==> src/rtl/svs_monitor_ctrl.sv <==
// Sequencer for one svs_monitor macro: program, arm, capture counts, stream them as beats.
// Optional running-minimum tracking is enabled by defining SVS_MON_CTRL_MINMAX_EN.
module svs_monitor_ctrl #(
    parameter int NB_MON       = 30,
    parameter int COUNT_W      = 16,
    parameter int TARGET_W     = 4,
    parameter int TIMEOUT_W    = 20,
    parameter int SETUP_CYCLES = 2,
    parameter int COOL_CYCLES  = 2
) (
    input  logic                        clock,
    input  logic                        rst,
    input  logic                        start_i,
    input  logic                        cont_i,
    input  logic                        stop_i,
    input  logic [TARGET_W-1:0]         target_i,
    input  logic [NB_MON-1:0]           use_ro_i,
    input  logic [TIMEOUT_W-1:0]        timeout_i,
    output logic                        busy_o,
    output logic                        done_o,
    output logic                        err_timeout_o,
    output logic                        err_cfg_o,
    output logic                        mon_enable_o,
    output logic [TARGET_W-1:0]         mon_target_o,
    output logic [NB_MON-1:0]           mon_use_ro_o,
    input  logic                        mon_valid_i,
    input  logic [NB_MON*COUNT_W-1:0]   mon_count_i,
    output logic                        res_valid_o,
    input  logic                        res_ready_i,
    output logic [4:0]                  res_idx_o,
    output logic [COUNT_W-1:0]          res_count_o,
    output logic                        res_last_o,
    output logic [COUNT_W-1:0]          min_count_o,
    output logic [4:0]                  min_idx_o
);

    // state | meaning
    // IDLE  | waiting for start
    // SETUP | settings applied to the macro, enable low
    // RUN   | macro enabled, waiting for valid / timeout / stop
    // DRAIN | streaming snapshot beats, enable low
    // COOL  | enable low before the next round or idle
    typedef enum logic [2:0] {S_IDLE, S_SETUP, S_RUN, S_DRAIN, S_COOL} state_t;

    localparam int PH_MAX = (SETUP_CYCLES > COOL_CYCLES) ? SETUP_CYCLES : COOL_CYCLES;
    localparam int PH_W   = $clog2(PH_MAX + 1);

    state_t                 state;
    logic [PH_W-1:0]        ph_tmr;
    logic [TIMEOUT_W-1:0]   to_tmr;
    logic [TIMEOUT_W-1:0]   timeout_lat;
    logic [TARGET_W-1:0]    target_lat;
    logic [NB_MON-1:0]      use_lat;
    logic [NB_MON-1:0]      rem_mask;
    logic [NB_MON-1:0]      rem_next;
    logic                   cont_lat;
    logic                   stop_pend;
    logic                   done_set;
    logic [4:0]             first_use;
    logic [4:0]             first_next;
    logic [COUNT_W-1:0]     count_in [NB_MON];
    logic [COUNT_W-1:0]     snap     [NB_MON];

    function automatic logic [4:0] first_set(input logic [NB_MON-1:0] m);
        logic [4:0] r;
        r = '0;
        for (int i = NB_MON - 1; i >= 0; i--)
            if (m[i]) r = 5'(i);
        return r;
    endfunction

    function automatic logic single_bit(input logic [NB_MON-1:0] m);
        return (m & (m - NB_MON'(1))) == '0;
    endfunction

    for (genvar g = 0; g < NB_MON; g++) begin : g_unpack
        assign count_in[g] = mon_count_i[g*COUNT_W +: COUNT_W];
    end

    assign busy_o       = (state != S_IDLE);
    assign mon_target_o = target_lat;
    assign mon_use_ro_o = use_lat;
    assign rem_next     = rem_mask & ~(NB_MON'(1) << res_idx_o);
    assign first_use    = first_set(use_lat);
    assign first_next   = first_set(rem_next);
    assign done_set     = (state == S_COOL) && (ph_tmr == PH_W'(1));

    always_ff @(posedge clock or posedge rst) begin
        if (rst) begin
            state         <= S_IDLE;
            ph_tmr        <= '0;
            to_tmr        <= '0;
            timeout_lat   <= '0;
            target_lat    <= '0;
            use_lat       <= '0;
            rem_mask      <= '0;
            cont_lat      <= 1'b0;
            stop_pend     <= 1'b0;
            done_o        <= 1'b0;
            err_timeout_o <= 1'b0;
            err_cfg_o     <= 1'b0;
            mon_enable_o  <= 1'b0;
            res_valid_o   <= 1'b0;
            res_idx_o     <= '0;
            res_count_o   <= '0;
            res_last_o    <= 1'b0;
            for (int i = 0; i < NB_MON; i++) snap[i] <= '0;
        end else begin
            done_o    <= done_set;
            err_cfg_o <= 1'b0;
            case (state)
                S_IDLE: begin
                    if (start_i) begin
                        if (use_ro_i != '0) begin
                            use_lat       <= use_ro_i;
                            target_lat    <= target_i;
                            timeout_lat   <= timeout_i;
                            cont_lat      <= cont_i;
                            err_timeout_o <= 1'b0;
                            ph_tmr        <= PH_W'(SETUP_CYCLES - 1);
                            state         <= S_SETUP;
                        end else begin
                            err_cfg_o <= 1'b1;
                        end
                    end
                end
                S_SETUP: begin
                    if (stop_i) stop_pend <= 1'b1;
                    if (ph_tmr == '0) begin
                        mon_enable_o <= 1'b1;
                        to_tmr       <= timeout_lat;
                        state        <= S_RUN;
                    end else begin
                        ph_tmr <= ph_tmr - PH_W'(1);
                    end
                end
                S_RUN: begin
                    if (stop_i || stop_pend) begin
                        stop_pend    <= 1'b1;
                        mon_enable_o <= 1'b0;
                        ph_tmr       <= PH_W'(COOL_CYCLES - 1);
                        state        <= S_COOL;
                    end else if (mon_valid_i) begin
                        for (int i = 0; i < NB_MON; i++) snap[i] <= count_in[i];
                        rem_mask     <= use_lat;
                        res_valid_o  <= 1'b1;
                        res_idx_o    <= first_use;
                        res_count_o  <= count_in[first_use];
                        res_last_o   <= single_bit(use_lat);
                        mon_enable_o <= 1'b0;
                        state        <= S_DRAIN;
                    end else if (timeout_lat != '0 && to_tmr == TIMEOUT_W'(1)) begin
                        err_timeout_o <= 1'b1;
                        mon_enable_o  <= 1'b0;
                        ph_tmr        <= PH_W'(COOL_CYCLES - 1);
                        state         <= S_COOL;
                    end else begin
                        to_tmr <= to_tmr - TIMEOUT_W'(1);
                    end
                end
                S_DRAIN: begin
                    if (stop_i) stop_pend <= 1'b1;
                    if (res_ready_i) begin
                        if (rem_next == '0) begin
                            res_valid_o <= 1'b0;
                            res_last_o  <= 1'b0;
                            ph_tmr      <= PH_W'(COOL_CYCLES - 1);
                            state       <= S_COOL;
                        end else begin
                            rem_mask    <= rem_next;
                            res_idx_o   <= first_next;
                            res_count_o <= snap[first_next];
                            res_last_o  <= single_bit(rem_next);
                        end
                    end
                end
                S_COOL: begin
                    if (stop_i) stop_pend <= 1'b1;
                    if (ph_tmr == '0) begin
                        if (cont_lat && !stop_pend && !stop_i) begin
                            ph_tmr <= PH_W'(SETUP_CYCLES - 1);
                            state  <= S_SETUP;
                        end else begin
                            stop_pend <= 1'b0;
                            state     <= S_IDLE;
                        end
                    end else begin
                        ph_tmr <= ph_tmr - PH_W'(1);
                    end
                end
                default: state <= S_IDLE;
            endcase
        end
    end

`ifdef SVS_MON_CTRL_MINMAX_EN
    logic [COUNT_W-1:0] run_min;
    logic [4:0]         run_idx;
    logic               capture;
    logic               beat_fire;

    assign capture   = (state == S_RUN) && !(stop_i || stop_pend) && mon_valid_i;
    assign beat_fire = (state == S_DRAIN) && res_valid_o && res_ready_i;

    // strict less-than keeps the lowest index on ties
    always_ff @(posedge clock or posedge rst) begin
        if (rst) begin
            run_min     <= '0;
            run_idx     <= '0;
            min_count_o <= '0;
            min_idx_o   <= '0;
        end else begin
            if (capture) begin
                run_min <= '1;
                run_idx <= '0;
            end else if (beat_fire && res_count_o < run_min) begin
                run_min <= res_count_o;
                run_idx <= res_idx_o;
            end
            if (done_set) begin
                min_count_o <= run_min;
                min_idx_o   <= run_idx;
            end
        end
    end
`else
    assign min_count_o = '0;
    assign min_idx_o   = '0;
`endif

endmodule

==> config.mk <==
export PLATFORM = sky130hd
export DESIGN_NAME = svs_monitor_ctrl
export DESIGN_NICKNAME = d
export VERILOG_FILES = /design/src/rtl/svs_monitor_ctrl.sv
export SDC_FILE = /design/constraint.sdc
export NUM_CORES = 2
export LEC_CHECK = 0
export CAP_MARGIN = 25
export CORE_MARGIN = 8
export CORE_UTILIZATION = 45
export CTS_BUF_LIST = sky130_fd_sc_hd__clkbuf_16
export DETAILED_ROUTE_END_ITERATION = 16
export DONT_BUFFER_PORTS = 1
export GPL_TIMING_DRIVEN = 0
export REMOVE_ABC_BUFFERS = 1
export SYNTH_ARGS = -nofsm -noshare
export SYNTH_HDL_FRONTEND = slang
export SYNTH_SLANG_ARGS = --single-unit
==> constraint.sdc <==
create_clock -name clock -period 23.6 [get_ports clock]
set_input_delay 4.72 -clock clock [delete_from_list [all_inputs] [get_ports clock]]
set_output_delay 4.72 -clock clock [all_outputs]
set_load 0.02 [all_outputs]
==> results.cfg <==
[timing]
fmax_mhz = 138
finalHoldViolCount = 0
relSlewSlack_pct = 28.5
rsz0062_at_grt = false
skew_ps = 26.5
fin_crit_sh_pct = 30.7
setup_violations = 0
worst_slew_pin_slew_ps = 1070
drv_slew = 0
period_minus_slack_ps = 7240

[critical_path]
critPathRequiredTime_ps = 24100
startpoint = stop_i
reg2regPathDepth = 14
crit_path_start_kind = input port
endpoint = snap[112]$_DFFE_PP0P_
timing.rr.end = res_count_o[11]$_DFFE_PP0P_
crit_type = input port to register
crit_path_end_kind = register
r2r-start = res_idx_o[2]$_DFFE_PP0P_
r2r_slack_ps = 17990
path_max_fanout = 29
arrival_ps = 7740

[drt]
dr.pass1.iters = 6
postRouteAntennaNets = 0
wl_um = 132000
route.vias.total = 28800
drtIter0Drc = 2285
viasPerCell = 6.22
drc = 0
wl_per_cell_um = 28.5

[clocking]
cts_buffers = 74
clockBufferDepth = 3
cts_setup_buffers = 0
cts_tree = built
cts-hold-fix-buffers = 0
cts-htree-levels = 3
cts_root_buffer = clkbuf_16
clock_sinks = 618
clk_pin_slew_ps = 60
post_cts_resized = 0
clock_latency_ps = 630

[synth]
syn_inst = 3663
ys_types = 98
synth-async-reset-ratio_pct = 100
syn_avg_cell_area_um2 = 9.59
yosysSeqAreaShare_pct = 44.0
syn_area_um2 = 35100
synthTopCellsByArea = dfrtp_1, mux2_2, nand2_1, nand3_1, mux2i_1
synth_edf_count = 0
yosys_warnings = 0
synth_top_cell_by_area = dfrtp_1
synth_ff_type = dfrtp_1
ys_seq_elements = 618
synth_top_area_share_pct = 44.0

[power]
total_power_uw = 6570
power.internal_uw = 3490
max-vdd-ir-drop_mv = 0.258
combPwrFrac_pct = 53.7
p_leak_uw = 0.0169
power_frac_seq_pct = 29.0
switching_power_uw = 3080
p_per_area_nw_per_um2 = 168
clock_power_share_pct = 17.3
swShare_pct = 46.9

[layout]
fin_area_um2 = 39100
final_core_util_pct = 50.5
n_fill_cell = 7229
multi_input_area_um2 = 18300
final_cells = 4637
final_cell_mix = nand2_1, dfrtp_1, mux2_2
fin_nets = 4083
area_growth_pct = 11.2
final_common_cell = nand2_1
seq_area_um2 = 15500
drive_gt1_share_pct = 22.2

[global_route]
antenna_found_initial = 8
grt_pass1_wl_um = 194000
grt_pass1_vias = 28700
overflow = 0
grt_use_total_pct = 29.3
grt_max_degree = 121

[run]
maxCapViolCount = 0

[place]
hpwlAfterDp_um = 93600
dpl_cell_area_um2 = 36700
place_inst = 4500
gp_congestion = 0.845
io_buffer_count = 0

[die]
ioPinCount = 624
die_h_um = 295
fp.dieW_um = 295
start_util_pct = 45.4
rows = 102
core_um2 = 77300
dieArea_um2 = 87300

[status]
status = finished, final reports clean

[worst_hold_path]
min_path_type = register to register
hold_depth = 2
-- metrics by stage --
stage	TNS, ps	setup slack (ps)	hold slack, ps
2_1_floorplan	-1809760	-3760	446
3_3_place_gp	-	-15330	463
3_5_place_dp	0	15780	470
4_1_cts	0	16440	484
5_1_grt	0	16280	512
6_report	0	16360	483
-- worst min-delay path by stage --
stage	from	to	slack, ps
5_1_grt	snap[398]$_DFFE_PP0P_	snap[398]$_DFFE_PP0P_	510
3_3_place_gp	rem_mask[5]$_DFFE_PP0P_	rem_mask[5]$_DFFE_PP0P_	460
3_5_place_dp	rem_mask[3]$_DFFE_PP0P_	rem_mask[3]$_DFFE_PP0P_	470
2_1_floorplan	rem_mask[13]$_DFFE_PP0P_	rem_mask[13]$_DFFE_PP0P_	450
4_1_cts	rem_mask[3]$_DFFE_PP0P_	rem_mask[3]$_DFFE_PP0P_	480
6_report	rem_mask[3]$_DFFE_PP0P_	rem_mask[3]$_DFFE_PP0P_	480
-- flip-flops by register name, indices dropped and copies added, names as in the netlist, 2 cells and up --
register,flops
snap,480
timeout_lat,20
mon_use_ro_o,30
ph_tmr,2
to_tmr,20
res_count_o,16
mon_target_o,4
state,3
res_idx_o,5
rem_mask,30
-- power by group through the flow --
stage | registers, uW | logic, uW | clock network, uW
2_1_floorplan | 1790 | 2510 | 0
3_3_place_gp | 1920 | 3670 | 0
3_5_place_dp | 1920 | 3500 | 0
4_1_cts | 1900 | 3510 | 1160
5_1_grt | 1960 | 3780 | 1200
6_report | 1910 | 3530 | 1140
-- synthesized netlist by cell type, drive strengths merged, types with 4 or more instances --
cell and instances:
a22oi 8, clkbuf 134, dfrtp 618, nor3 43, o31a 9, a21oi 156, o21a 13, or2 8
ha 5, a211oi 23, mux2i 127, nand4 15, o22ai 30, or3b 4, o41ai 4, nand2b 19
a311oi 30, or3 15, a32oi 12, or4 4, a21o 8, nor4 41, mux4 5, o211ai 8
nand3b 9, nor2 127, and2 13, nand2 795, a221oi 15, o31ai 6, nand3 319, maj3 8
o22a 5, inv 17, mux2 547, and3 34, a211o 9, o221ai 4, a31oi 53, buf 162
a41oi 4, o21ai 139, o2111ai 4, o32ai 6, a2111oi 17
-- critical path, stage by stage --
cell and delay, ps:
nor2_1 310, nand2_1 240, nor2_4 670, buf_12 280, buf_12 230, buf_12 230, buf_12 230, buf_16 200
buf_16 190, mux2_2 360
-- metal layers --
layer / wire, um / vias up / GRT usage, %
li1: - / 12800 / -
met1: 52100 / 14500 / 36.8
met2: 61000 / 1196 / 46.4
met3: 13500 / 262 / 9.99
met4: 5660 / 6 / 11.3
met5: 45 / - / 0
-- layout make-up --
| type | count | area share [%] |
|---|---|---|
| clock inverter | 54 | 1.32 |
| multi-input combinational | 2752 | 46.9 |
| inverter | 17 | 0.183 |
| antenna | 8 | 0.0512 |
| sequential | 618 | 39.6 |
| timing repair buffer | 74 | 3.94 |
| clock buffer | 74 | 4.74 |
| tap | 1040 | 3.33 |
-- kinds of logic after synthesis --
logic type,synth area share (%)
fa+ha+maj,0.406
xor+xnor,0.0249
mux,21.5
flops,44.0
buf+inv,4.44
simple gates,18.6
other cells,0.0107
compound gates,11.0
Note: power is estimated with default switching activity, not from simulation.
